**src/rtl/sar_sequencer.sv**
```systemverilog
// SAR conversion sequencer: phase strobes, bitwise DAC switching and a one-deep
// result holding register with overrun detection.
module sar_sequencer #(
   parameter int NBITS       = 16,
   parameter int INIT_CYCLES = 1,
   parameter int SAMP_CYCLES = 2,
   parameter int COMP_CYCLES = 1
) (
   input  logic             clk,
   input  logic             rst_b,
   input  logic             start,
   input  logic             cont,
   input  logic             abort,
   input  logic             en_samp_p,
   input  logic             en_samp_n,
   input  logic             en_comp,
   input  logic [NBITS-1:0] dac_astate_p,
   input  logic [NBITS-1:0] dac_astate_n,
   input  logic [NBITS-1:0] dac_bstate_p,
   input  logic [NBITS-1:0] dac_bstate_n,
   input  logic             comp_out_p,
   output logic             seq_init,
   output logic             seq_samp_p,
   output logic             seq_samp_n,
   output logic             seq_comp,
   output logic             seq_update,
   output logic [NBITS-1:0] dac_state_p,
   output logic [NBITS-1:0] dac_state_n,
   output logic             busy,
   output logic [NBITS-1:0] result,
   output logic             result_valid,
   input  logic             result_ready,
   output logic             overrun,
   input  logic             overrun_clr
);
   localparam int KW = $clog2(NBITS);
   localparam int CW = 16;
   localparam logic [CW-1:0] INIT_LAST = CW'(INIT_CYCLES - 1);
   localparam logic [CW-1:0] SAMP_LAST = CW'(SAMP_CYCLES - 1);
   localparam logic [CW-1:0] COMP_LAST = CW'(COMP_CYCLES - 1);
   localparam logic [KW-1:0] K_MSB     = KW'(NBITS - 1);

   localparam logic [2:0] S_IDLE   = 3'd0;
   localparam logic [2:0] S_INIT   = 3'd1;
   localparam logic [2:0] S_SAMP   = 3'd2;
   localparam logic [2:0] S_COMP   = 3'd3;
   localparam logic [2:0] S_UPDATE = 3'd4;
   localparam logic [2:0] S_DONE   = 3'd5;

   logic [2:0]       state, nstate;
   logic [CW-1:0]    cnt, ncnt;
   logic [KW-1:0]    k;
   logic             d;
   logic [NBITS-1:0] code;
   logic             enter_init, last_comp, upd, done_wr;

   always_comb begin
      nstate = state;
      ncnt   = cnt;
      case (state)
         S_IDLE: if (start) begin
            nstate = S_INIT;
            ncnt   = '0;
         end
         S_INIT: if (cnt == INIT_LAST) begin
            nstate = S_SAMP;
            ncnt   = '0;
         end else ncnt = cnt + CW'(1);
         S_SAMP: if (cnt == SAMP_LAST) begin
            nstate = S_COMP;
            ncnt   = '0;
         end else ncnt = cnt + CW'(1);
         S_COMP: if (cnt == COMP_LAST) begin
            nstate = S_UPDATE;
            ncnt   = '0;
         end else ncnt = cnt + CW'(1);
         S_UPDATE: begin
            nstate = (k == '0) ? S_DONE : S_COMP;
            ncnt   = '0;
         end
         S_DONE: begin
            nstate = cont ? S_INIT : S_IDLE;
            ncnt   = '0;
         end
         default: begin
            nstate = S_IDLE;
            ncnt   = '0;
         end
      endcase
      if (abort) begin
         nstate = S_IDLE;
         ncnt   = '0;
      end
   end

   assign enter_init = (nstate == S_INIT) && (state != S_INIT);
   assign last_comp  = (state == S_COMP) && (cnt == COMP_LAST);
   assign upd        = (state == S_UPDATE) && !abort;
   assign done_wr    = (state == S_DONE) && !abort;

   always_ff @(posedge clk or negedge rst_b) begin
      if (!rst_b) begin
         state <= S_IDLE;
         cnt   <= '0;
      end else begin
         state <= nstate;
         cnt   <= ncnt;
      end
   end

   // Strobes are registered from the next state so they align exactly with the phase.
   always_ff @(posedge clk or negedge rst_b) begin
      if (!rst_b) begin
         seq_init   <= 1'b0;
         seq_samp_p <= 1'b0;
         seq_samp_n <= 1'b0;
         seq_comp   <= 1'b0;
         seq_update <= 1'b0;
         busy       <= 1'b0;
      end else begin
         seq_init   <= (nstate == S_INIT);
         seq_samp_p <= (nstate == S_SAMP) && en_samp_p;
         seq_samp_n <= (nstate == S_SAMP) && en_samp_n;
         seq_comp   <= (nstate == S_COMP) && en_comp;
         seq_update <= (nstate == S_UPDATE);
         busy       <= (nstate != S_IDLE);
      end
   end

   // The n-side switches on the complement of the same p-side decision.
   always_ff @(posedge clk or negedge rst_b) begin
      if (!rst_b) begin
         k           <= K_MSB;
         d           <= 1'b0;
         code        <= '0;
         dac_state_p <= '0;
         dac_state_n <= '0;
      end else begin
         if (last_comp) d <= comp_out_p;
         if (enter_init) begin
            k           <= K_MSB;
            code        <= '0;
            dac_state_p <= dac_astate_p;
            dac_state_n <= dac_astate_n;
         end else if (upd) begin
            code[k] <= d;
            if (d) dac_state_p[k] <= dac_bstate_p[k];
            else   dac_state_n[k] <= dac_bstate_n[k];
            if (k != '0) k <= k - KW'(1);
         end
      end
   end

   always_ff @(posedge clk or negedge rst_b) begin
      if (!rst_b) begin
         result       <= '0;
         result_valid <= 1'b0;
         overrun      <= 1'b0;
      end else if (done_wr) begin
         result       <= code;
         result_valid <= 1'b1;
         if (result_valid && !result_ready) overrun <= 1'b1;
         else if (overrun_clr)              overrun <= 1'b0;
      end else begin
         if (result_valid && result_ready) result_valid <= 1'b0;
         if (overrun_clr)                  overrun      <= 1'b0;
      end
   end

endmodule

```
**config.mk**
```make
export PLATFORM = sky130hd
export DESIGN_NAME = sar_sequencer
export DESIGN_NICKNAME = d
export VERILOG_FILES = /design/src/rtl/sar_sequencer.sv
export SDC_FILE = /design/constraint.sdc
export NUM_CORES = 1
export LEC_CHECK = 0
export ABC_CLOCK_PERIOD_IN_PS = 2590
export CORE_MARGIN = 8
export CORE_UTILIZATION = 49
export CTS_CLUSTER_DIAMETER = 30
export DETAILED_ROUTE_END_ITERATION = 12
export PLACE_DENSITY_LB_ADDON = 0.08
export SLEW_MARGIN = 30
export SYNTH_ARGS = -nofsm -noshare
export SYNTH_HDL_FRONTEND = slang
export SYNTH_SLANG_ARGS = --single-unit
```
**constraint.sdc**
```tcl
create_clock -name clk -period 2.59 [get_ports clk]
set_clock_uncertainty 0.15 [all_clocks]
set_input_delay 0.518 -clock clk [delete_from_list [all_inputs] [get_ports clk]]
set_output_delay 0.518 -clock clk [all_outputs]
set_load 0.01 [all_outputs]
```
### Word level (Yosys, flattened, before mapping)

Index checks and enable logic that the tools add are counted.

* flip-flop bits (word level): 96
* output and inout port bits: 56

* add/sub/neg operators: 2
* order comparisons: 2
* eq/ne operators: 13
* mux-type cells: 38
* reduce and logical (&&, ||, !) cells: 25

Operators with widths (number)
* $mux W16: 12
* $bwmux W16: 3
* $pmux W16 S3: 1
* $mux W3: 6
* $pmux W3 S6: 1
* $add A16 B1 Y16 const B: 1
* $eq A16 B1 Y1 const B: 1
* $logic_not A16 Y1: 1
* $eq A3 B2 Y1 const B: 4
* $mux W4: 3
* $logic_and A1 B1 Y1: 10
* $eq A3 B3 Y1 const B: 3
* $mux W1: 9
* $bmux W1 S4: 2
* $reduce_bool A2 Y1: 4
* $eq A3 B1 Y1 const B: 2
* $reduce_and A2 Y1: 3
* $lt A4 B5 Y1 const B: 1
* $demux W1 S4: 1
* $ge A4 B1 Y1 const B: 1
* $logic_not A4 Y1: 1
* $reduce_bool A4 Y1: 1
* $sub A4 B1 Y4 const B: 1
* $logic_not A3 Y1: 1
* other kinds (6): 7

### Longest topological paths before layout

* depth in word-level cells: 8
* mapped depth: 8
* gate-level depth less buffers: 7

### Least setup slack after synthesis

Ideal clock, no wire load.

* path kind: register to register
* start: register k[0]
* end: register busy
* library setup time: 0.131 ns
* arrival time: 1.928 ns
* data required time: 2.309 ns
* slack: 0.381 ns
* cell stages (with the launch flop): 9
* buffers on the path: 2
* clock period less this slack: 2.209 ns
* cells stage by stage: dfstp_2 buf_2 inv_1 ha_1 clkbuf_1 nand2_1 a221oi_1 a21oi_1 or3_1

* word-level cells in the longest chain between the ends: 5

RTL lines
* start, declared: RTL line 52 `logic [KW-1:0] k;`
* start signal, assigned: RTL line 149 `if (k != '0) k <= k - KW'(1);`
* $logic_not A4 Y1: RTL line 78 `nstate = (k == '0) ? S_DONE : S_COMP;`
* $mux W3: RTL line 78
* $pmux W3 S6: RTL line 60 `case (state)`
* $mux W3: RTL line 90 `if (abort) begin`
* via nstate[1]: RTL line 50 `logic [2:0] state, nstate;`
* $reduce_bool A3 Y1: RTL line 126 `busy <= (nstate != S_IDLE);`
* end signal, assigned: RTL line 126
* end, declared: RTL line 29 `output logic busy,`

The timed path passes the listed nets, and every way through them passes these cells.
A chain may end at the register's enable or synchronous reset.

### Worst setup path after layout

* start: register cnt[0]
* end: register cnt[6]

* word-level cells in the longest chain between the ends: 4

RTL lines
* start, declared: RTL line 51 `logic [CW-1:0] cnt, ncnt;`
* start signal, assigned: RTL line 107 `cnt <= ncnt;`
* $add A16 B1 Y16, or another cell as far along: RTL line 68, 72, 76
* $mux W16, on equally long branches: RTL line 65, 73, 69
* $pmux W16 S3 (*): RTL line 60
* $mux W16 (*): RTL line 90

Every way passes the cells marked *; elsewhere a longest branch is shown, timed or not.

==> metrics.md <==
| Metric | Value |
|---|---|
| CP cell instances | `inv_1 > ha_1 > nor3b_1 > nand4_2 > a2bb2oi_4 > o21ai_1 > a22o_1` |
| Vias per cell | `5.53` |
| CP Launch Type | `register` |
| Total clock sinks | `96` |
| EDFF count, synth | `0` |
| CTS clock-pin slew for the worst setup and hold paths | `approximately 0.090 ns` |
| Placed insts | `~730` |
| Iter 0 DRT Violations | `~210` |
| First-pass GRT wire length | `between 20 and 25 mm` |
| Final period util | `between 80 and 90%` |
| Core area | `about 0.010 sq mm` |
| TritonCTS Buffers | `9` |
| Post-route insts no fill | `~750` |
| Ys async rst share | `100%` |
| Number of global-route vias before repair | `about 4400` |
| Worst EP required | `2.70 ns` |
| Clk_lat worst skew | `around 0.37 ns` |
| Post-synth top flop | `dfrtp_1` |
| GPL Wtd Cong | `roughly 0.80` |
| Post-CTS setup buffers | `0` |
| Number of detailed-route iterations in the first pass | `4` |
| Achievable Freq | `445 MHz` |
| WL final | `around 13 mm` |
| Outcome | `finished clean` |
| Cell Pwr Density | `between 600 and 700 mW/mm^2` |
| H-tree Lvls | `3` |
| Slew headroom | `54.8%` |
| Mean Syn Cell Area | `roughly 11 sq um` |
| GRT Overall Usage | `roughly 20%` |
| RSZ-0062 raised after global routing | `no` |
| Multi-input combinational cell area | `approximately 0.0025 sq mm` |
| Total negative slack | `0 ns` |
| Die height | `118 microns` |
| GRT overflow | `0` |
| Peak VDD IR | `roughly 390 uV` |
| Slew @ Worst Pin | `between 0.6 and 0.7 ns` |
| Rows | `37` |
| # setup viols final | `0` |
| Seq/Total Area, Yosys | `47.4%` |
| Post-DP HPWL | `just over 10 mm` |
| Leakage power | `0.00270 uW` |
| Synth cell types | `between 60 and 70` |
| Register Area | `0.00241 sq mm` |
| Synth Instances | `between 400 and 500` |
| WP data arrival | `2.36 ns` |
| Die area | `0.0139 sq mm` |
| Crit-path slowest cell | `dfrtp_1` |
| Critical path class | `register to register` |
| Final Slew Violations | `0` |
| Final core utilization | `between 60% and 70%` |
| WP buf/inv | `1` |
| Fillers | `about 850` |
| # DRC | `0` |
| CTS tree | `yes` |
| # IOs | `between 100 and 150` |
| Syn Nets | `562` |
| Initial Utilization | `roughly 50%` |
| IO buf count | `130` |
| Root Driver | `clkbuf_8` |
| Largest net degree at the start of global routing | `84` |
| N_diodes | `0` |
| Max-cap violations | `0` |
| P&R area growth vs syn | `32.4%` |
| Crit path time final | `~2.2 ns` |
| Post-route ant nets | `0` |
| Clock Tree Buf Depth | `2` |
| Nets | `688` |
| Antenna violations before repair | `0` |
| Critical path fanouts, max | `12` |
| Wirelength per Cell | `around 18 microns` |
| Worst path max stage delay | `around 0.46 ns` |
| Final Hold Fails | `0` |
| Fraction of layout cells with a size suffix above 1 | `between 10% and 20%` |
| CP top delay family | `compound AO/OA/AOI/OAI gates` |
| Synth warn | `0` |
| HP Class | `input port to async pin` |
| Worst setup EP type | `register` |
| Via count | `about 4100` |
| Die Width | `118 microns` |
| Synth Cell Area | `around 0.005 sq mm` |
| #FFs+latches synth | `between 90 and 100` |
-- logic make-up (layout without fill, tap and decap cells) --
group	after synthesis	after routing	synth area share (%)
AOI/OAI and AO/OA	113	113	13.4
xor gates and xnor gates	3	3	0.517
adders and majority gates	7	7	1.72
buffers and inverters	37	167	4.24
DFF	96	96	47.4
muxes	57	57	13.6
and+or+nand+nor	167	167	19.1
-- worst register-to-register path: stages (launching register included) --
cell and delay [ns]:
dfrtp_1 0.46, inv_1 0.09, ha_1 0.14, nor3b_1 0.28, nand4_2 0.26, a2bb2oi_4 0.39, o21ai_1 0.14, a22o_1 0.25
-- routing by layer --
layer  track usage, %  vias up  part of all wire [%]
met2             32.1      120                    48
met1             24.9     2011                    43
met4             6.73        0                   1.6
met3             6.52       14                   7.2
met5                0        -                     0
li1                 -     1984                     -
-- final timing paths --
kind	from	to	slack, ns	cells past startpoint
max	cnt[0]	cnt[6]	0.34	7
min	rst_b	dac_state_p[3]	0.03	1
max reg2reg	cnt[0]	cnt[6]	0.34	7
min reg2reg	overrun	overrun	0.36	1
max in group asynchronous	rst_b	cnt[4]	1.67	2
min in group clk	overrun	overrun	0.36	1
-- state kept, by name, indices dropped and copies added, names as in the netlist --
name / count
busy: 1
cnt: 16
code: 16
d: 1
dac_state_n: 16
dac_state_p: 16
k: 4
overrun: 1
result: 16
result_valid: 1
seq_comp: 1
seq_init: 1
seq_samp_n: 1
seq_samp_p: 1
seq_update: 1
state: 3
-- power by group --
part	switching, uW	internal (uW)
Combinational	833	930
Sequential	216	1790
Clock	523	372
Total	1570	3090
-- final cells by class --
class | instances | area share, %
Sequential cell | 96 | 35.8
Timing Repair Buffer | 145 | 21.7
Multi-Input combinational cell | 347 | 37.0
Clock inverter | 4 | 0.465
Inverter | 7 | 0.391
Clock buffer | 11 | 2.10
Tap cell | 136 | 2.53
-- per-stage QoR --
| step | power (uW) | worst slack (ns) | hold WS [ns] | instance area (sq um) |
|---|---|---|---|---|
| floorplan | 2880 | 0.381 | 0.0724 | 5080 |
| global placement | 3760 | 0.112 | 0.326 | 6540 |
| finish | 4660 | 0.341 | 0.0257 | 6730 |
| detailed placement | 3800 | 0.0521 | 0.338 | 6540 |
| global route | 4950 | 0.111 | 0.0693 | 6730 |
| CTS | 4690 | 0.185 | 0.0482 | 6720 |
-- cell usage after synthesis (all sizes together) (11+ instances only) --
| cell type | number | area, sq um |
|---|---|---|
| dfrtp | 92 | 2300 |
| mux2i | 32 | 320 |
| nor2 | 37 | 204 |
| mux2 | 17 | 191 |
| nor3 | 11 | 55.1 |
| a21oi | 11 | 55.1 |
| clkbuf | 11 | 43.8 |
| o21ai | 64 | 328 |
| nand3 | 12 | 60.1 |
| nand2 | 60 | 233 |
| o22ai | 13 | 81.3 |
| buf | 19 | 145 |
-- timing repair --
item | CTS | global route
setup endpoints to repair | 0 | 3
gates resized for setup | 0 | 1
hold endpoints to repair | 0 | 0
hold buffers | 0 | 0
-- layout by cell type, fill, tap and decap left out, types with 11 or more instances in the layout --
cell type	instances
a21oi_1	11
buf_4	12
clkdlybuf4s50_1	129
dfrtp_1	92
mux2_2	17
mux2i_1	32
nand2_1	59
nand3_1	12
nor2_1	27
nor3_1	11
o21ai_0	43
o21ai_1	19
o22ai_1	13
(Power assumes the default switching activity.)
==> RTL edit, RTL diff (config.mk and constraints unchanged) <==
The localparam `CW` goes from 16 to 18.
--- a/src/rtl/sar_sequencer.sv
+++ b/src/rtl/sar_sequencer.sv
@@ -34,7 +34,7 @@
    input  logic             overrun_clr
 );
    localparam int KW = $clog2(NBITS);
-   localparam int CW = 16;
+   localparam int CW = 18;
    localparam logic [CW-1:0] INIT_LAST = CW'(INIT_CYCLES - 1);
    localparam logic [CW-1:0] SAMP_LAST = CW'(SAMP_CYCLES - 1);
    localparam logic [CW-1:0] COMP_LAST = CW'(COMP_CYCLES - 1);
Behaviour: no difference found for any inputs over 10 cycles, from zero or initial values and one cycle with rst_b low; that may be too few to reach the edited logic, so the function may still have changed.
==> RTL edit against the unedited design <==
  * Design area grew 2.1%
  * Sequential cell count grew 2
  * Routed wire length grew 4.6%
  * Synthesized area grew 1.4%
  * First-iteration DRC count grew 52%
  * Utilization grew 0.78 points
  * Power shrank 19%
  * Non-clock buffer count grew 8
  * Setup slack lost 0.080 ns
  * Global-route usage grew 0.14 points
  * Via count grew 6.1%
  * Critical endpoint is now busy
  * Highest routed layer unchanged
  * Synthesized cell count grew 7.3%
  * Critical path depth is the same
==> RTL edit: results (changes against the unedited design) <==
INFO  metric crit-reg2reg-capture = busy
INFO  metric synthXorXnorAreaFrac = 0.0136 (+0.00843)
INFO  metric wl_met3 = 974 um (+1.5%)
INFO  metric vias_in_the_first_global_route = 4526 (+2.4%)
INFO  metric cts.sinks = 98 (+2.1%)
INFO  metric outcome = finished clean
INFO  metric post_synth_mux_area_share = 0.143 (+0.00689)
INFO  metric worstHoldPathType = flop to flop
INFO  metric rrSetupSlack = 0.26 ns (-0.08 ns)
INFO  metric use_met3 = 0.0619 (-0.00335)
INFO  metric wl_met2 = 6500 um (+1.4%)
INFO  metric most_numerous_cell_types_in_the_synthesized_netlist = 94 x dfrtp_1, 75 x nand2_1, 67 x o21ai_0
INFO  metric clock_area_frac = 0.0237 (-0.00199)
INFO  metric seq_area_frac = 0.358 (about the same)
INFO  metric nNonClkInverters = 14 (+7)
INFO  metric synth.top_cells.by_area = dfrtp_1 46%, o21ai_0 6.5%, mux2i_1 6.2%
INFO  metric buffers_excl_clock = 153 (+5.5%)
INFO  metric multi_input_gates = 373 (+7.5%)
INFO  metric synth_fp_nets = 597 (+6.2%)
INFO  metric hpwl_after_detailed_placement = 10300 um (+1.5%)
INFO  metric leakagePower = 2.93 nW (+8.7%)
INFO  metric max_slew_margin = 0.675 (+0.127)
INFO  metric synth_compound_area_frac = 0.126 (-0.00789)
INFO  metric avgRoutedWirePerCell = 17.7 um (-1.2%)
INFO  metric critPathLaunch = k[1]
INFO  metric minimum_clock_period_after_layout = 2.33 ns (+0.0802 ns)
INFO  metric ir_drop = 359 uV (-8.5%)
INFO  metric timing.critical_path.max_delay_family = simple AND/OR/NAND/NOR gates
INFO  metric grtUsageMet1 = 0.259 (+0.0107)
INFO  metric critical_path.max_fanout = 13 (+1)
INFO  metric met2_usage = 0.312 (-0.00964)
INFO  metric grt_max_degree = 85 (+1.2%)
INFO  metric dp_slack = -0.0406 ns (-0.0926 ns)
INFO  metric worst_path_largest_cell_delay = 0.53 ns (+0.07 ns)
INFO  metric nets = 731 (+6.3%)
INFO  metric final.fill_count = 831 (-2.6%)
INFO  metric global_route_wire_length_before_repair = 23000 um (+1.1%)
INFO  metric route.layer.met1.wl = 6190 um (+7.7%)
INFO  metric synth_cell_types = 53 (-15%)
INFO  metric pwr.group.clock = 886 uW (-1%)
INFO  metric seq_area_frac_synth = 0.477 (+0.00327)
## RTL edit: cell types whose count changed in the layout (fill, tap and decap cells not counted), sizes merged, moves of 8 or more
| cell | before | now |
|---|---|---|
| o22ai | 13 | 0 |
| nand3 | 12 | 24 |
| nor3 | 11 | 3 |
| o21ai | 64 | 72 |
| nor2 | 37 | 29 |
| nand2 | 60 | 75 |
## RTL edit: through the flow
step | std cells | TNS (ns) | power (mW) | utilization | hold WS (ns)
2_1_floorplan | 515 | 0 | 2.28 | - | 0.0724
5_1_grt | 790 | 0 | 3.99 | 0.668 | 0.382
6_report | 790 | 0 | 3.79 | 0.668 | 0.346
3_3_place_gp | 773 | -0.0173 | 2.92 | 0.651 | 0.317
4_1_cts | 790 | 0 | 3.83 | 0.668 | 0.355
3_5_place_dp | 773 | -0.0804 | 2.94 | 0.651 | 0.318
## RTL edit: repair_timing
item,4_1_cts,5_1_grt
resized for setup,0,1
hold buffers,1,0
hold endpoints to repair,24,0
setup endpoints to repair,0,6
